`src/rtl/eth_pkg.sv`:
```
// Shared types and defaults for the Ethernet transmit scheduler.
// Owner encoding, scheduler states and timing defaults.
package eth_pkg;

  localparam int IFG_CYCLES_DEF     = 12;
  localparam int TIMEOUT_CYCLES_DEF = 4096;

  typedef enum logic [1:0] {
    OWN_NONE = 2'd0,
    OWN_ARP  = 2'd1,
    OWN_UDP  = 2'd2
  } owner_t;

  typedef enum logic [2:0] {
    ST_IDLE      = 3'd0,
    ST_GRANT_ARP = 3'd1,
    ST_GRANT_UDP = 3'd2,
    ST_BUSY      = 3'd3,
    ST_GAP       = 3'd4
  } state_t;

endpackage

```
`src/rtl/eth_tx_mux.sv`:
```
// Selects the owning source's GMII/CRC signals from the registered owner.
// Purely combinational (0 cycles); everything is driven to 0 when nobody owns the path.
module eth_tx_mux
  import eth_pkg::*;
(
  input  owner_t      owner,
  input  logic        arp_gmii_tx_en,
  input  logic [7:0]  arp_gmii_txd,
  input  logic        arp_crc_en,
  input  logic        arp_crc_clr,
  input  logic        udp_gmii_tx_en,
  input  logic [7:0]  udp_gmii_txd,
  input  logic        udp_crc_en,
  input  logic        udp_crc_clr,
  output logic        gmii_tx_en,
  output logic [7:0]  gmii_txd,
  output logic        crc_en,
  output logic        crc_clr
);

  always_comb begin
    gmii_tx_en = 1'b0;
    gmii_txd   = 8'h00;
    crc_en     = 1'b0;
    crc_clr    = 1'b0;
    unique case (owner)
      OWN_ARP: begin
        gmii_tx_en = arp_gmii_tx_en;
        gmii_txd   = arp_gmii_txd;
        crc_en     = arp_crc_en;
        crc_clr    = arp_crc_clr;
      end
      OWN_UDP: begin
        gmii_tx_en = udp_gmii_tx_en;
        gmii_txd   = udp_gmii_txd;
        crc_en     = udp_crc_en;
        crc_clr    = udp_crc_clr;
      end
      default: ;
    endcase
  end

endmodule

```
`src/rtl/eth_tx_sched.sv`:
```
// Arbitrates the GMII transmit path and shared CRC between the ARP and UDP transmitters.
// Start pulse two cycles after a request; inter-frame gap and hung-transmitter watchdog.
module eth_tx_sched
  import eth_pkg::*;
#(
  parameter int IFG_CYCLES     = IFG_CYCLES_DEF,
  parameter int TIMEOUT_CYCLES = TIMEOUT_CYCLES_DEF
)
(
  input  logic        clk,
  input  logic        rst_n,
  input  logic        arp_req,
  input  logic        arp_req_type,
  input  logic [47:0] arp_req_mac,
  input  logic [31:0] arp_req_ip,
  input  logic        udp_req,
  output logic        udp_gnt,
  output logic        arp_tx_en,
  output logic        arp_tx_type,
  output logic [47:0] arp_des_mac,
  output logic [31:0] arp_des_ip,
  input  logic        arp_tx_done,
  input  logic        arp_gmii_tx_en,
  input  logic [7:0]  arp_gmii_txd,
  input  logic        arp_crc_en,
  input  logic        arp_crc_clr,
  output logic        udp_tx_start_en,
  input  logic        udp_tx_done,
  input  logic        udp_gmii_tx_en,
  input  logic [7:0]  udp_gmii_txd,
  input  logic        udp_crc_en,
  input  logic        udp_crc_clr,
  output logic        gmii_tx_en,
  output logic [7:0]  gmii_txd,
  output logic        crc_en,
  output logic        crc_clr,
  output logic        busy,
  output logic        timeout_err
);

  localparam int WD_W  = $clog2(TIMEOUT_CYCLES);
  localparam int GAP_W = $clog2(IFG_CYCLES + 1);
  localparam logic [WD_W-1:0]  WD_LAST  = WD_W'(TIMEOUT_CYCLES - 1);
  localparam logic [GAP_W-1:0] GAP_LAST = GAP_W'(IFG_CYCLES - 1);

  state_t            state_q, state_d;
  owner_t            owner_q, owner_d;
  owner_t            last_gnt_q, last_gnt_d;
  logic              arp_pend_q, arp_pend_d;
  logic              udp_pend_q, udp_pend_d;
  logic [WD_W-1:0]   wd_q, wd_d;
  logic [GAP_W-1:0]  gap_q, gap_d;
  logic              arp_type_q, arp_type_d;
  logic [47:0]       arp_mac_q, arp_mac_d;
  logic [31:0]       arp_ip_q, arp_ip_d;
  logic              buf_type_q, buf_type_d;
  logic [47:0]       buf_mac_q, buf_mac_d;
  logic [31:0]       buf_ip_q, buf_ip_d;

  logic owner_done;
  logic wd_fire;
  logic arp_owns;
  logic mux_crc_clr;

  assign owner_done = (owner_q == OWN_ARP && arp_tx_done) ||
                      (owner_q == OWN_UDP && udp_tx_done);
  // A done in the last watchdog cycle is a normal completion, not an error.
  assign wd_fire    = (state_q == ST_BUSY) && (wd_q == WD_LAST) && !owner_done;
  assign arp_owns   = (state_q == ST_GRANT_ARP) ||
                      (state_q == ST_BUSY && owner_q == OWN_ARP);

  always_comb begin
    state_d    = state_q;
    owner_d    = owner_q;
    last_gnt_d = last_gnt_q;
    wd_d       = wd_q;
    gap_d      = gap_q;
    arp_pend_d = arp_pend_q | arp_req;
    udp_pend_d = udp_req & (state_q != ST_GRANT_UDP);
    buf_type_d = arp_req ? arp_req_type : buf_type_q;
    buf_mac_d  = arp_req ? arp_req_mac  : buf_mac_q;
    buf_ip_d   = arp_req ? arp_req_ip   : buf_ip_q;
    // The in-flight ARP frame keeps its parameters; later requests wait in the buffer.
    arp_type_d = arp_owns ? arp_type_q : buf_type_d;
    arp_mac_d  = arp_owns ? arp_mac_q  : buf_mac_d;
    arp_ip_d   = arp_owns ? arp_ip_q   : buf_ip_d;

    unique case (state_q)
      ST_IDLE: begin
        if (arp_pend_q && (!udp_pend_q || last_gnt_q == OWN_UDP)) begin
          state_d = ST_GRANT_ARP;
        end else if (udp_pend_q) begin
          state_d = ST_GRANT_UDP;
        end
      end
      ST_GRANT_ARP: begin
        arp_pend_d = arp_req;
        owner_d    = OWN_ARP;
        last_gnt_d = OWN_ARP;
        wd_d       = '0;
        state_d    = ST_BUSY;
      end
      ST_GRANT_UDP: begin
        owner_d    = OWN_UDP;
        last_gnt_d = OWN_UDP;
        wd_d       = '0;
        state_d    = ST_BUSY;
      end
      ST_BUSY: begin
        wd_d = wd_q + 1'b1;
        if (owner_done || wd_fire) begin
          owner_d = OWN_NONE;
          gap_d   = '0;
          state_d = ST_GAP;
        end
      end
      ST_GAP: begin
        if (gap_q == GAP_LAST) begin
          state_d = ST_IDLE;
        end else begin
          gap_d = gap_q + 1'b1;
        end
      end
      default: state_d = ST_IDLE;
    endcase
  end

  always_ff @(posedge clk or negedge rst_n) begin
    if (!rst_n) begin
      state_q    <= ST_IDLE;
      owner_q    <= OWN_NONE;
      last_gnt_q <= OWN_UDP;
      arp_pend_q <= 1'b0;
      udp_pend_q <= 1'b0;
      wd_q       <= '0;
      gap_q      <= '0;
      arp_type_q <= 1'b0;
      arp_mac_q  <= '0;
      arp_ip_q   <= '0;
      buf_type_q <= 1'b0;
      buf_mac_q  <= '0;
      buf_ip_q   <= '0;
    end else begin
      state_q    <= state_d;
      owner_q    <= owner_d;
      last_gnt_q <= last_gnt_d;
      arp_pend_q <= arp_pend_d;
      udp_pend_q <= udp_pend_d;
      wd_q       <= wd_d;
      gap_q      <= gap_d;
      arp_type_q <= arp_type_d;
      arp_mac_q  <= arp_mac_d;
      arp_ip_q   <= arp_ip_d;
      buf_type_q <= buf_type_d;
      buf_mac_q  <= buf_mac_d;
      buf_ip_q   <= buf_ip_d;
    end
  end

  eth_tx_mux u_mux (
    .owner          (owner_q),
    .arp_gmii_tx_en (arp_gmii_tx_en),
    .arp_gmii_txd   (arp_gmii_txd),
    .arp_crc_en     (arp_crc_en),
    .arp_crc_clr    (arp_crc_clr),
    .udp_gmii_tx_en (udp_gmii_tx_en),
    .udp_gmii_txd   (udp_gmii_txd),
    .udp_crc_en     (udp_crc_en),
    .udp_crc_clr    (udp_crc_clr),
    .gmii_tx_en     (gmii_tx_en),
    .gmii_txd       (gmii_txd),
    .crc_en         (crc_en),
    .crc_clr        (mux_crc_clr)
  );

  assign crc_clr         = mux_crc_clr | wd_fire;
  assign timeout_err     = wd_fire;
  assign arp_tx_en       = (state_q == ST_GRANT_ARP);
  assign udp_tx_start_en = (state_q == ST_GRANT_UDP);
  assign udp_gnt         = (state_q == ST_GRANT_UDP);
  assign busy            = (state_q != ST_IDLE);
  assign arp_tx_type     = arp_type_q;
  assign arp_des_mac     = arp_mac_q;
  assign arp_des_ip      = arp_ip_q;

endmodule

```
`config.mk`:
```
export PLATFORM = sky130hd
export DESIGN_NAME = eth_tx_sched
export DESIGN_NICKNAME = d
export VERILOG_FILES = /design/src/rtl/eth_pkg.sv /design/src/rtl/eth_tx_mux.sv /design/src/rtl/eth_tx_sched.sv
export SDC_FILE = /design/constraint.sdc
export NUM_CORES = 1
export LEC_CHECK = 0
export BUFFER_PORTS_ARGS = -buffer_cell sky130_fd_sc_hd__buf_4
export CAP_MARGIN = 10
export CORE_MARGIN = 2
export CORE_UTILIZATION = 48
export DETAILED_ROUTE_END_ITERATION = 16
export PLACE_DENSITY = 0.88
export SLEW_MARGIN = 20
export SYNTH_ARGS = -nofsm -noshare
export SYNTH_HDL_FRONTEND = slang
export SYNTH_SLANG_ARGS = --single-unit
```
`constraint.sdc`:
```
create_clock -name clk -period 1.6 [get_ports clk]
set_clock_uncertainty 0.05 [all_clocks]
set_input_delay 0.16 -clock clk [delete_from_list [all_inputs] [get_ports clk]]
set_output_delay 0.16 -clock clk [all_outputs]
set_load 0.01 [all_outputs]
```
Word level (Yosys, flattened, before mapping)
Cells that the tools add are included.

Flip-flop bits (word level): 187.

$add $sub $neg: 2. Reductions and logical operators: 22. Bitwise logic cells: 3. Mux-type cells: 20. Eq/ne operators: 14.

Operators with widths (count): 48-bit two-way mux (1); 32-bit two-way mux (1); 12-bit case mux with 2 select lines (1); 8-bit case mux with 2 select lines (1); 12-bit by 1-bit adder with 12-bit output (second input constant) (1); 12-bit equality test (second input constant) (1); 3-bit two-way mux (4); 3-bit case mux with 4 select lines (1); 4-bit two-way mux (2); 4-bit case mux with 2 select lines (1); 3-bit by 2-bit equality test with 1-bit output (second input constant) (2); 1-bit logical AND (6); 1-bit case mux with 2 select lines (3); 2-bit case mux with 3 select lines (1); 3-bit AND reduction (2); 2-bit nonzero test (3); 3-bit nonzero test (2); 4-bit by 1-bit adder with 4-bit output (second input constant) (1); 2-bit equality test (second input constant) (2); 4-bit equality test (second input constant) (1); 1-bit logical OR (4); 2-bit != test (second input constant) (2); 2-bit case mux with 2 select lines (1); 3-bit by 1-bit equality test with 1-bit output (second input constant) (1); other kinds (13) (16).

Longest topological paths before layout
Depth after elaboration: 8. Mapped depth: 7. Mapped depth without buffers: 5.

By module
From an unflattened synthesis, not the netlist that was laid out.

Cells, all modules: 511. Area total of the unflattened synthesis: 7488.4 µm².

Modules (own cells, without submodules): eth_tx_sched (cells each 482, times used 1, area an instance 7304.5 µm²); eth_tx_mux (cells each 29, times used 1, area an instance 183.9 µm²).

Least setup slack after synthesis
Ideal clock, no wire load.

Path kind: reg2out. Start: register wd_q[0]. End: output crc_clr. Arrival time: 1.538 ns. Cell stages (with the launch flop): 6. Path buffers: 0. Path slack: -0.148 ns. Cells stage by stage: dfrtp_1 -> ha_1 -> nand4_1 -> nor3_1 -> nor2b_1 -> o21bai_1.

Word-level cells in the longest chain between the ends: 4.

Ends and longest elaborated chain: start, declared (line eth_tx_sched.sv:51) `logic [WD_W-1:0] wd_q, wd_d;`; start signal, assigned (line eth_tx_sched.sv:149) `wd_q <= wd_d;`; 12-bit equality test (line eth_tx_sched.sv:68) `assign wd_fire = (state_q == ST_BUSY) && (wd_q == WD_LAST) && !owner_done;`; 1-bit logical AND (2 in a row) (line eth_tx_sched.sv:68); net timeout_err (line eth_tx_sched.sv:38) `output logic timeout_err`; 1-bit bitwise OR (line eth_tx_sched.sv:176) `assign crc_clr = mux_crc_clr | wd_fire;`; end, declared (line eth_tx_sched.sv:36) `output logic crc_clr,`.

The timed path passes the listed nets, and every way through them passes these cells.

Worst setup path in the final report
Start: register wd_q[1]. End: output crc_clr.

Word-level cells in the longest chain between the ends: 4.

Ends and longest elaborated chain (line): 12-bit equality test (eth_tx_sched.sv:68); 1-bit logical AND (2 in a row) (eth_tx_sched.sv:68); 1-bit bitwise OR (eth_tx_sched.sv:176).

Every way passes these cells.

==> run metrics <==
sequential area share after synthesis=around 60%; Finished Cell Area=11620 µm²; Yosys top cell area share=59.61%; Syn Area/Cell=15.34 µm²; RSZ-0062 raised after global routing=true; HP Class=input port to flip-flop; clock period minus worst slack=2.102 ns; initial antenna violation count=1; synthesized cell area=7809 µm²; Synth cell types=45; Core Rows=46; worst reg2reg path depth=6; FMAX=475.9 MHz; Crit path arrival time=1.89 ns; Compound-Gate Fraction of Synth Area=4.438%; H-tree depth=4; clk slew on worst S/H paths=0.07 ns; sequential group share of total power=47.8%; Via density=5.223; Gate power share=~15%; CP max FO=2; largest net degree at the start of global routing=56; DP HPWL=12.33 mm; DIE WIDTH=131.5 µm; Post-Syn Nets=622; WL/cell=19.61 µm; clock network power share=37.6%; latest clock arrival within the worst-skew pair=0.43 ns; global-route wire length before repair=33.30 mm; worst slew margin relative to its limit=about 65%; violations in the final reports=negative setup slack; drt first-iter violations=360; Max Slew Vio Count=0; startpoint types=flip-flop; die area=17300 µm²; Ys Warns=0; gr usage total=24.16%; IO Count=206; worst vdd ir=0.7317 mV; drt drc=0; hold_sp=arp_req; placed insts=around 940; hold endpoint=buf_mac_q[10]; P_leak=0.005353 µW; total gr overflow=0; Setup Crit Path Kind=flip-flop to output pin; Req. time, crit path=about 1.4 ns; Nets=958; Post-synth top flop=dfrtp_1; Initial Utilization=49.16%; RePlAce Congestion=0.8171; Antenna Nets Post-Route=0; Net Sw Frac=23.83%; total number of vias=5615; XOR/XNOR Fraction of Synth Area=0%; CP Launch Point=wd_q[1]; Post-Synth Adder-Cell Area=less than 1%; drt pass-1 iters=5; Synth area leaders=dfrtp_1 60%, mux2_4 15%, mux2_2 12%; DP Worst Slack=-0.1889 ns; status=finished with violations; Setup Viol. Count Final=110; die span in y=131.5 µm; largest family of logic cells by synthesized area=multiplexers; register bit total from synthesis=187; TritonCTS clock tree=done; Mapped Cells=509; Critical Path Sink Type=output pin; Int Power=8498 µW; worst reg2reg startpoint=owner_q[1]; Post-Synth Simple-Gate Area=4.438%; core footprint=15890 µm²; power per cell area=between 900 and 1000 nW/µm²; area grow syn2layout=48.79%; MaxCap Viol Count=0; TritonCTS buffer count=17; Worst R2R Setup Slack=-0.31 ns; Psw=2659 µW; final worst slack=-0.5015 ns; vias in the first global route=6205; Worst-Margin Slew=0.5258 ns; Filler Cells Inserted=962; dpl cell area=between 9000 and 10000 µm²; Post-synth ARST share=100.0%; largest area contributor in the netlist=dfrtp_1; IO Port Bufs=205; period utilization=131.3%; CTS root buf=clkbuf_16; fin cells=1075; EDFF count, synth=0; final hold viol count=0; commonest non-fill, non-tap cell in the layout=buf_4; routed wire length=21.08 mm; mux share of post-synthesis cell area=27.88%; RR Endpoint=gap_q[1]; layout cell share with drive strength beyond 1=between 50% and 60%; worst-case clock buffer depth=2; hold path depth=2; clock sinks=187; most frequent cells in the layout=240 x buf_4, 183 x dfrtp_1, 83 x mux2_4, 83 x dlygate4sd3_1, 81 x mux2_2
==> layout make-up <==
type | instances | area (µm²) | share of cell area [%]
Antenna cell | 1 | 2.502 | 0.02154
Clock buffer | 22 | 484.2 | 4.168
Sequential cell | 187 | 4684 | 40.32
Tap cell | 216 | 270.3 | 2.326
Timing Repair Buffer | 344 | 2964 | 25.51
Clock inverter | 10 | 103.9 | 0.8938
Inverter | 5 | 18.77 | 0.1615
Multi-Input combinational cell | 290 | 3090 | 26.60
==> cell usage after synthesis, types with 3 or more instances <==
master / n
inv_1: 5
o21ai_0: 15
buf_6: 9
clkbuf_1: 6
nand2_1: 10
nand3_1: 5
mux2i_1: 3
a31oi_1: 3
buf_2: 10
and3_1: 3
mux2_4: 80
mux2_2: 83
a22oi_1: 11
ha_1: 4
nor3_1: 5
a21oi_1: 4
a21o_1: 3
dfrtp_1: 186
nor2_1: 26
nand4_1: 4
==> per-layer routing <==
| metal | part of all wire, % | vias up | global-route usage [%] |
|---|---|---|---|
| li1 | - | 2471 | - |
| met1 | 39 | 2829 | 28.22 |
| met2 | 53 | 254 | 44.07 |
| met3 | 5.3 | 61 | 4.360 |
| met4 | 3.0 | 0 | 9.300 |
| met5 | 0 | - | 0 |
==> power by group through the flow <==
stage	Sequential, µW	Combinational [µW]	Clock [µW]
after floorplan	5460	584	0
after global placement	5390	1370	0
after detailed placement	5420	1440	0
after CTS	5340	1610	4230
after global routing	5380	1730	4460
final	5340	1620	4200
==> state kept, by name, summed over array words and instances, names as in the netlist <==
register / count
owner_q: 2
udp_pend_q: 1
buf_type_q: 1
wd_q: 12
buf_mac_q: 48
state_q: 3
arp_des_ip: 32
arp_tx_type: 1
arp_des_mac: 48
last_gnt_q: 2
arp_pend_q: 1
buf_ip_q: 32
gap_q: 4
==> stage by stage <==
step / total power [µW] / hold slack, ns / TNS, ns / utilization (%)
after floorplan: 6044 / -0.1856 / -1.987 / -
after global placement: 6760 / 0.05950 / -5.227 / 61.85
after detailed placement: 6855 / 0.07260 / -10.18 / 61.85
after CTS: 11180 / 0.08429 / -15.71 / 72.26
after global routing: 11570 / 0.1016 / -30.51 / 73.14
final: 11160 / 0.09980 / -26.21 / 73.14
==> critical path: stages, from the launching register on <==
cell and delay, ns:
dfrtp_1 0.44, ha_4 0.17, nand4_1 0.13, nor3_2 0.28, nor2b_4 0.19, o21bai_1 0.11, buf_4 0.14
==> logic make-up after synthesis <==
group / after synthesis
multiplexers: 167
buffers and inverters: 32
adder cells (fa/ha/maj): 4
AND/OR/NAND/NOR: 68
flip-flops: 187
AO/OA/AOI/OAI: 51
==> repair_timing <==
item | in CTS | in global routing
pin swaps | 10 | 7
endpoints found under the setup margin | 105 | 110
gates resized for setup | 33 | 14
gates cloned | 1 | 0
setup buffers | 10 | 11
hold buffers | 83 | 0
endpoints found under the hold margin | 149 | 0
==> worst max path at each step <==
stage	to	slack, ns	cells past startpoint
2_1_floorplan	crc_clr	-0.05	5
3_3_place_gp	gap_q[1]	-0.12	5
3_5_place_dp	gap_q[1]	-0.19	5
4_1_cts	crc_clr	-0.44	6
5_1_grt	crc_clr	-0.55	6
6_report	crc_clr	-0.50	6
(Power assumes the default switching activity.)
